File: config.mk
export PLATFORM = sky130hd
export DESIGN_NAME = if_fetch_unit
export DESIGN_NICKNAME = d
export VERILOG_FILES = /design/src/rtl/if_fetch_unit.sv
export SDC_FILE = /design/constraint.sdc
export NUM_CORES = 1
export LEC_CHECK = 0
export ABC_AREA = 1
export CAP_MARGIN = 5
export CORE_ASPECT_RATIO = 0.6
export CORE_MARGIN = 3
export CORE_UTILIZATION = 30
export CTS_CLUSTER_DIAMETER = 80
export DETAILED_ROUTE_END_ITERATION = 10
export GPL_ROUTABILITY_DRIVEN = 0
export PLACE_DENSITY = 0.58
export SLEW_MARGIN = 10
export SYNTH_ARGS = -nofsm -noshare
export SYNTH_HDL_FRONTEND = slang
export SYNTH_SLANG_ARGS = --single-unit
File: constraint.sdc
create_clock -name clk -period 2 [get_ports clk]
set_input_delay 0.3 -clock clk [delete_from_list [all_inputs] [get_ports clk]]
set_output_delay 0.3 -clock clk [all_outputs]
set_load 0.01 [all_outputs]
File: src/rtl/if_fetch_unit.sv
`default_nettype none
// ============================================================================
//  Module      : if_fetch_unit
//  Description : Instruction fetch stage. Issues single-outstanding requests
//                on the imem req/ack port, buffers returned words with their
//                PC+4 in a prefetch FIFO and presents the head to IF/ID.
//                Redirects flush the buffer and restart fetch at a new PC.
//  Options     : IF_ALIGN_FAULT_EN - misaligned redirect raises a sticky
//                fault and halts fetch; otherwise redirect_pc[1:0] is ignored.
//  Revision    : 1.0 - initial release
// ============================================================================
module if_fetch_unit #(
    parameter logic [31:0] RESET_PC   = 32'h0000_0000,
    parameter int          FIFO_DEPTH = 4
) (
    input  logic        clk,
    input  logic        reset_n,
    output logic        imem_req,
    output logic [31:0] imem_addr,
    input  logic        imem_ack,
    input  logic [31:0] imem_rdata,
    input  logic        redirect,
    input  logic [31:0] redirect_pc,
    input  logic        fd_ready,
    output logic        fd_valid,
    output logic [31:0] fd_ins,
    output logic [31:0] fd_next_pc
`ifdef IF_ALIGN_FAULT_EN
    ,
    output logic        fault
`endif
);

    localparam int PTR_W = $clog2(FIFO_DEPTH);
    localparam int CNT_W = PTR_W + 1;
    localparam logic [CNT_W-1:0] DEPTH_C = CNT_W'(FIFO_DEPTH);

    localparam logic [0:0] S_IDLE = 1'b0;
    localparam logic [0:0] S_WAIT = 1'b1;

    logic [0:0]       state_q, state_d;
    logic             imem_req_q, imem_req_d;
    logic [31:0]      imem_addr_q, imem_addr_d;
    logic [31:0]      fetch_pc_q, fetch_pc_d;
    logic             drop_q, drop_d;
    logic [PTR_W-1:0] wr_ptr_q, wr_ptr_d;
    logic [PTR_W-1:0] rd_ptr_q, rd_ptr_d;
    logic [CNT_W-1:0] count_q, count_d;
    logic [31:0]      fifo_ins_q [FIFO_DEPTH];
    logic [31:0]      fifo_ins_d [FIFO_DEPTH];
    logic [31:0]      fifo_npc_q [FIFO_DEPTH];
    logic [31:0]      fifo_npc_d [FIFO_DEPTH];

    logic        halt;
    logic        issue;
    logic        push;
    logic        pop;
    logic [31:0] redirect_target;

`ifdef IF_ALIGN_FAULT_EN
    logic fault_q, fault_d;
    logic misalign;

    assign misalign        = redirect && (redirect_pc[1:0] != 2'b00);
    assign halt            = fault_q;
    assign redirect_target = redirect_pc;
    assign fault           = fault_q;
`else
    // Low PC bits are deliberately discarded in this build.
    logic unused_pc_lsbs;

    assign unused_pc_lsbs  = ^redirect_pc[1:0];
    assign halt            = 1'b0;
    assign redirect_target = {redirect_pc[31:2], 2'b00};
`endif

    // A request may only start from IDLE, with no redirect pending and room
    // for its word (nothing else is outstanding in IDLE).
    assign issue = (state_q == S_IDLE) && !redirect && !halt && (count_q < DEPTH_C);
    assign push  = (state_q == S_WAIT) && imem_ack && !drop_q && !redirect;
    assign pop   = fd_valid && fd_ready && !redirect;

    assign fd_valid   = (count_q != '0);
    assign fd_ins     = fd_valid ? fifo_ins_q[rd_ptr_q] : 32'h0;
    assign fd_next_pc = fd_valid ? fifo_npc_q[rd_ptr_q] : 32'h0;
    assign imem_req   = imem_req_q;
    assign imem_addr  = imem_addr_q;

    // State and datapath registers with synchronous active-low reset.
    always_ff @(posedge clk) begin
        if (!reset_n) begin
            state_q     <= S_IDLE;
            imem_req_q  <= 1'b0;
            imem_addr_q <= RESET_PC;
            fetch_pc_q  <= RESET_PC;
            drop_q      <= 1'b0;
            wr_ptr_q    <= '0;
            rd_ptr_q    <= '0;
            count_q     <= '0;
            for (int i = 0; i < FIFO_DEPTH; i++) begin
                fifo_ins_q[i] <= 32'h0;
                fifo_npc_q[i] <= 32'h0;
            end
`ifdef IF_ALIGN_FAULT_EN
            fault_q     <= 1'b0;
`endif
        end else begin
            state_q     <= state_d;
            imem_req_q  <= imem_req_d;
            imem_addr_q <= imem_addr_d;
            fetch_pc_q  <= fetch_pc_d;
            drop_q      <= drop_d;
            wr_ptr_q    <= wr_ptr_d;
            rd_ptr_q    <= rd_ptr_d;
            count_q     <= count_d;
            fifo_ins_q  <= fifo_ins_d;
            fifo_npc_q  <= fifo_npc_d;
`ifdef IF_ALIGN_FAULT_EN
            fault_q     <= fault_d;
`endif
        end
    end

    // Next-state: IDLE starts a request when allowed, WAIT ends on ack.
    always_comb begin
        state_d = state_q;
        case (state_q)
            S_IDLE:  if (issue)    state_d = S_WAIT;
            S_WAIT:  if (imem_ack) state_d = S_IDLE;
            default: state_d = S_IDLE;
        endcase
    end

    // Registered imem port: address latched at issue, held through WAIT.
    always_comb begin
        imem_req_d  = imem_req_q;
        imem_addr_d = imem_addr_q;
        if (issue) begin
            imem_req_d  = 1'b1;
            imem_addr_d = fetch_pc_q;
        end else if ((state_q == S_WAIT) && imem_ack) begin
            imem_req_d  = 1'b0;
        end
    end

    // FIFO, fetch PC, drop flag and fault: redirect overrides push and pop.
    always_comb begin
        fetch_pc_d = fetch_pc_q;
        drop_d     = drop_q;
        wr_ptr_d   = wr_ptr_q;
        rd_ptr_d   = rd_ptr_q;
        count_d    = count_q;
        fifo_ins_d = fifo_ins_q;
        fifo_npc_d = fifo_npc_q;
`ifdef IF_ALIGN_FAULT_EN
        fault_d    = fault_q;
        if (misalign) fault_d = 1'b1;
`endif

        if ((state_q == S_WAIT) && imem_ack) drop_d = 1'b0;

        if (push) begin
            fifo_ins_d[wr_ptr_q] = imem_rdata;
            fifo_npc_d[wr_ptr_q] = fetch_pc_q + 32'd4;
            wr_ptr_d             = wr_ptr_q + PTR_W'(1);
            fetch_pc_d           = fetch_pc_q + 32'd4;
        end
        if (pop) rd_ptr_d = rd_ptr_q + PTR_W'(1);

        case ({push, pop})
            2'b10:   count_d = count_q + CNT_W'(1);
            2'b01:   count_d = count_q - CNT_W'(1);
            default: count_d = count_q;
        endcase

        if (redirect) begin
            wr_ptr_d   = '0;
            rd_ptr_d   = '0;
            count_d    = '0;
            fetch_pc_d = redirect_target;
            // The in-flight word belongs to the old stream; mark it for discard.
            if ((state_q == S_WAIT) && !imem_ack) drop_d = 1'b1;
        end
    end

endmodule
`default_nettype wire

==> results of run 1 <==
==> kinds of logic after synthesis <==
logic type,synth area share
xor+xnor,0.00960
other cells,0.000262
fa+ha+maj,0.00663
simple gates,0.125
buf+inv,0.116
compound gates,0.299
flops,0.444
==> state kept, by name, indices dropped and copies added (netlist names), named ones only <==
name and cells:
fetch_pc_q 30, fifo_ins_q 128, imem_req 1, state_q 1
rd_ptr_q 2, imem_addr 30, wr_ptr_q 2, fifo_npc_q 120
count_q 3
==> stage by stage <==
| stage | instance area, µm² | hold slack [ps] | total power, mW | setup TNS, ps | utilization |
|---|---|---|---|---|---|
| floorplan | 14300 | 430 | 7.20 | 0 | - |
| global placement | 17300 | 438 | 7.77 | -6370 | 0.369 |
| detailed placement | 17300 | 445 | 7.78 | -9970 | 0.369 |
| CTS | 18900 | 301 | 14.3 | -11040 | 0.405 |
| global route | 19700 | 340 | 14.7 | -14900 | 0.420 |
| finish | 19700 | 333 | 14.2 | -9590 | 0.420 |
==> what timing repair did <==
action,4_1_cts,5_1_grt
resized for setup,400,166
hold endpoints to repair,0,0
setup endpoints to repair,63,86
pin swaps,48,63
cloned,10,7
buffers inserted,22,8
==> power by group <==
| group | switching, mW | internal [mW] | leakage (nW) |
|---|---|---|---|
| Sequential | 0.0959 | 6.47 | 2.58 |
| Clock | 2.69 | 3.73 | 0.550 |
| Combinational | 0.685 | 0.509 | 4.51 |
==> worst register-to-register path, cell delays in order, from the launching register on <==
cell and delay, ps:
dfxtp_2 350, nor3_4 60, buf_4 170, nor2_4 140
ha_4 140, inv_2 50, fa_2 380, a21oi_2 160
o21a_1 170, o21ai_1 60, a21oi_1 150
==> path summary, 6_finish.rpt <==
| check | end | slack (ps) | cells after the start |
|---|---|---|---|
| worst max-delay path | fd_next_pc[6] | -290 | 7 |
| worst min-delay path | rd_ptr_q[1] | 330 | 5 |
| worst max register to register | count_q[2] | 80 | 10 |
| worst min register to register | fifo_ins_q[65] | 450 | 2 |
==> area by class of cell <==
type	instances	area [µm²]
diodes	1	2.50
clock buffers	50	1030
clock inverters	10	83.8
fillers	4695	27100
inverters	259	995
multi-input cells	1293	6900
flip-flops and latches	318	6380
well taps	630	788
repair buffers	311	3480
==> routing by layer <==
metal | track usage | vias to the layer above
li1 | - | 7019
met1 | 0.290 | 6772
met2 | 0.289 | 471
met3 | 0.0358 | 57
met4 | 0.0430 | 0
met5 | 0 | -
==> cell usage in the layout, fill, tap and decap left out, types with 5 or more instances in the layout <==
| cell | count |
|---|---|
| buf_16 | 12 |
| buf_12 | 42 |
| nor2_4 | 9 |
| clkbuf_1 | 7 |
| xor2_1 | 8 |
| a21oi_4 | 11 |
| clkbuf_8 | 6 |
| a21oi_1 | 339 |
| nand2_1 | 300 |
| a31oi_1 | 10 |
| clkinv_2 | 6 |
| buf_2 | 50 |
| a22o_1 | 6 |
| o21ai_2 | 19 |
| inv_1 | 251 |
| nor2_2 | 7 |
| a21oi_2 | 80 |
| nand2_2 | 8 |
| o21ai_1 | 96 |
| o21a_1 | 37 |
| clkbuf_16 | 44 |
| o21ai_0 | 228 |
| buf_6 | 17 |
| dfxtp_1 | 313 |
| buf_4 | 81 |
| clkdlybuf4s50_1 | 96 |
| nand3_1 | 23 |
| ha_1 | 5 |
| nor2_1 | 82 |
==> flow_metrics.py, run 1 <==
metrics = {
    "status": {
        "outcome": "finished with violations",
        "violations": "setup timing",
    },
    "setup_path": {
        "end_kind": "output pin",
        "path_class": "reg -> out",
        "crit_family": "buffers and inverters",
        "crit_buf_inv": 4,
        "crit_arrival_ps": 1990,
        "crit_path_max_fanout": 12,
        "crit_required_ps": 1700,
        "startpoint": "rd_ptr_q[0]",
        "max_stage_delay_ps": 440,
        "crit_chain": "clkinv_8, buf_4, clkbuf_16, a21oi_1, o21ai_1, a21oi_2, buf_2",
        "timing.rr.start": "count_q[1]",
        "slowest_stage": "dfxtp_4",
        "startpoint_type": "flip-flop",
    },
    "yosys": {
        "synthTopCellsByCount": "a21oi_1, o21ai_0, dfxtp_1",
        "synth-seq-cells": 318,
        "ys.warnings.count": 0,
        "yosysMostFrequentCell": "a21oi_1",
        "ys_seq_area_frac": 0.444,
        "syn_inst": 2018,
        "synth_edf_count": 0,
        "synth.distinct_cells": 33,
        "synthTopCellsByArea": "dfxtp_1, a21oi_1, o21ai_0",
        "ys_dominant_reg_cell": "dfxtp_1",
        "ys_async_sr_fraction": 0,
        "syn_area_um2": 14300,
        "yosys.area.top_type_share": 0.444,
        "synth_area_per_cell_um2": 7.10,
        "synth_top_area_cell": "dfxtp_1",
    },
    "die": {
        "core_area_um2": 46800,
        "row_count": 61,
        "fp.dieW_um": 288,
        "initial_utilization": 0.306,
        "die_y_um": 175,
        "pin_count": 167,
        "die_area_um2": 50500,
    },
    "global_routing": {
        "grt_pass1_vias": 13600,
        "grt_use_total": 0.194,
        "antenna_found_initial": 0,
        "grt_pass1_wl_um": 77500,
        "grt_max_degree": 138,
        "overflow": 0,
    },
    "power_and_ir_drop": {
        "p_leak_nw": 7.63,
        "ir_drop_mv": 0.599,
        "power_density_nw_per_um2": 721,
    },
    "detailed_routing": {
        "ant_nets": 0,
        "drt_iter0_markers": 1194,
        "drt-total-wl_um": 51300,
        "wl_per_cell_um": 17.9,
        "viasPerCell": 4.99,
        "top_layer": "met4",
        "vias": 14300,
        "first_pass_iters": 5,
        "wl_met1_um": 25400,
        "post-route-drc-count": 0,
        "wl_met2_um": 21400,
        "wl_met3_um": 3570,
    },
    "clock_network": {
        "root_buffer": "clkbuf_16",
        "numCtsBuffers": 34,
        "clkSlewWorstSetupHoldPaths_ps": 60,
        "cts_max_path_buffers": 3,
        "cts_tree": "built",
        "hold_buffers": 0,
        "clock_sinks": 318,
        "htree_levels": 2,
        "clock_latency_ps": 530,
    },
    "place": {
        "place_ws_ps": -271,
        "placed_cells": 2765,
        "port_buffers": 160,
        "place_hpwl_um": 32600,
    },
    "timing": {
        "worst_slew_pin_slew_ps": 804,
        "fmax_mhz": 437,
        "rsz0062_at_grt": "true",
        "post-route-min-period_ps": 2290,
        "skew_ps": 22.2,
        "timing.final.crit_share": 1.14,
        "final_hold_viol_count": 0,
        "setup_viol": 62,
        "slew_viol_final": 0,
        "relSlewSlack": 0.464,
        "layout_setup_ws_ps": -290,
    },
    "hold_path": {
        "min-delay-start": "reset_n",
        "min_path_type": "in -> reg",
    },
    "cells_and_area": {
        "final_cells": 2872,
        "syn_to_final_growth_pct": 37.2,
        "drive_gt1_frac": 0.191,
        "fin_nets": 2293,
    },
    "flow_run": {
        "cap_viol_max_count": 0,
    },
}
Power figures use the tool's default switching activity.
==> run 2: changes to the inputs <==
--- a/config.mk
+++ b/config.mk
@@ -7,14 +7,16 @@
 export LEC_CHECK = 0
 export ABC_AREA = 1
 export CAP_MARGIN = 5
+export CELL_PAD_IN_SITES_DETAIL_PLACEMENT = 0
+export CELL_PAD_IN_SITES_GLOBAL_PLACEMENT = 1
 export CORE_ASPECT_RATIO = 0.6
 export CORE_MARGIN = 3
 export CORE_UTILIZATION = 30
 export CTS_CLUSTER_DIAMETER = 80
 export DETAILED_ROUTE_END_ITERATION = 10
 export GPL_ROUTABILITY_DRIVEN = 0
-export PLACE_DENSITY = 0.58
-export SLEW_MARGIN = 10
+export PLACE_DENSITY = 0.72
+export SLEW_MARGIN = 20
 export SYNTH_ARGS = -nofsm -noshare
 export SYNTH_HDL_FRONTEND = slang
 export SYNTH_SLANG_ARGS = --single-unit
==> run 2 against run 1 <==
The run still ends with setup timing left. Combinational power about the same. Sequential power about the same. Non-clock buffer count decreased by 14. Global-route usage shrank 0.32 points. Via count is 1.9% lower.
==> flow_metrics.py, run 2 (synthesized netlist as in run 1, its figures left out) <==
metrics = {
    "detailed_routing": {
        "first_pass_iters": 5,
        "viasPerCell": 4.91,
        "drt-total-wl_um": 49800,
        "wl_per_cell_um": 17.4,
        "ant_nets": 0,
        "vias": 14000,
        "drt_iter0_markers": 1054,
        "post-route-drc-count": 0,
    },
    "setup_path": {
        "path_class": "reg -> out",
        "crit_path_max_fanout": 11,
        "end_kind": "output pin",
        "crit_arrival_ps": 1870,
        "crit_required_ps": 1700,
        "timing.rr.start": "count_q[1]",
        "ff2ff_path_depth": 10,
        "rrSetupSlack_ps": 110,
        "reg2reg_to": "count_q[2]",
        "startpoint_type": "flip-flop",
    },
    "hold_path": {
        "holdPathStages": 3,
        "holdPathEnd": "fifo_ins_q[33]",
        "min-delay-start": "reset_n",
        "min_path_type": "in -> reg",
    },
    "cells_and_area": {
        "layout_common_cells": "a21oi_1, dfxtp_1, nand2_1",
        "reg.largest.list": "fifo_ins_q x128, fifo_npc_q x120",
        "fin_nets": 2280,
        "drive_gt1_frac": 0.170,
        "fillCellCount": 4766,
        "regMostFlops": "fifo_ins_q",
        "largest_reg_flops": 128,
        "fin_area_um2": 19100,
        "final_common_cell": "a21oi_1",
        "syn_to_final_growth_pct": 33.2,
    },
    "die": {
        "pin_count": 167,
        "die_area_um2": 50500,
        "fp.dieW_um": 288,
        "die_y_um": 175,
        "initial_utilization": 0.306,
        "core_area_um2": 46800,
        "row_count": 61,
    },
    "global_routing": {
        "grt_pass1_vias": 13300,
        "antenna_found_initial": 0,
        "overflow": 0,
        "grt_max_degree": 82,
        "grt_use_total": 0.191,
        "grt_pass1_wl_um": 76400,
    },
    "status": {
        "violations": "setup timing",
        "outcome": "finished with violations",
    },
    "timing": {
        "timing.final.crit_share": 1.09,
        "holdWs_ps": 217,
        "layout_setup_ws_ps": -174,
        "final_hold_viol_count": 0,
        "setup_viol": 61,
        "rsz0062_at_grt": "true",
        "tns_ps": -6240,
        "skew_ps": 22.8,
        "post-route-min-period_ps": 2170,
        "slew_viol_final": 0,
        "fmax_mhz": 460,
    },
    "clock_network": {
        "root_buffer": "clkbuf_16",
        "clock_sinks": 318,
        "numCtsBuffers": 35,
        "htree_levels": 2,
        "clock_latency_ps": 520,
        "cts_tree": "built",
        "clkSlewWorstSetupHoldPaths_ps": 60,
        "cts_max_path_buffers": 3,
    },
    "power_and_ir_drop": {
        "p_leak_nw": 7.44,
        "power_density_nw_per_um2": 762,
        "ir_drop_mv": 0.454,
    },
    "flow_run": {
        "cap_viol_max_count": 0,
    },
    "place": {
        "port_buffers": 160,
        "place_area_um2": 17300,
        "place_hpwl_um": 32400,
        "place_ws_ps": -340,
    },
}
## run 2: cell types whose count changed in the layout (fill, tap and decap cells not counted), sizes merged
cell and delta:
buf -9, bufinv +3, clkinv -3, clkinvlp -2, inv -1
## run 2: how the worst max path moves through the flow
stage | startpoint | end | slack (ps) | cells after the start
detailed placement | redirect | count_q[2] | -340 | 11
global placement | redirect | count_q[2] | -430 | 11
CTS | rd_ptr_q[0] | fd_ins[29] | -220 | 7
floorplan | redirect | count_q[2] | 100 | 11
global route | rd_ptr_q[0] | fd_ins[10] | -260 | 7
finish | rd_ptr_q[0] | fd_ins[9] | -170 | 7
## run 2: stage by stage
step / total power [mW] / util / cells
global route: 15.1 / 0.408 / 2859
global placement: 7.79 / 0.370 / 2768
finish: 14.6 / 0.408 / 2860
detailed placement: 7.80 / 0.370 / 2768
CTS: 14.7 / 0.401 / 2851
floorplan: 7.20 / - / 2021
## run 2: worst max-delay path: stages, from the launching register on
cell,delay [ps]
dfxtp_4,410
clkinv_8,100
buf_12,160
buf_12,150
a21oi_1,120
o21ai_1,70
a21oi_1,150
buf_2,170
## run 2: repair_timing
action	in CTS	in global routing
cloned	5	1
hold buffers	0	0
pin swaps	50	33
setup buffers	16	8
setup endpoints to repair	63	89
gates resized for setup	401	80
## run 2: report_power, final
group | internal (mW) | switching [mW]
combinational | 0.496 | 0.669
sequential | 6.47 | 0.0965
clock | 4.17 | 2.67
## run 2: area by class of cell
cell class / count / area (µm²) / area share
antenna: 1 / 2.50 / 0.000131
clock inverter: 7 / 135 / 0.00707
sequential: 318 / 6380 / 0.334
multi-input combinational: 1293 / 6710 / 0.351
tap: 630 / 788 / 0.0413
inverter: 259 / 992 / 0.0519
timing repair buffer: 297 / 3030 / 0.159
clock buffer: 55 / 1060 / 0.0557
## run 2: metal layers
| layer | up-vias | GRT usage | routed length (µm) | share of wire |
|---|---|---|---|---|
| met3 | 56 | 0.0403 | 3280 | 0.066 |
| met5 | - | 0 | 0 | 0 |
| met1 | 6623 | 0.286 | 24900 | 0.50 |
| li1 | 6970 | - | - | - |
| met4 | 0 | 0.0360 | 812 | 0.016 |
| met2 | 391 | 0.282 | 20800 | 0.42 |
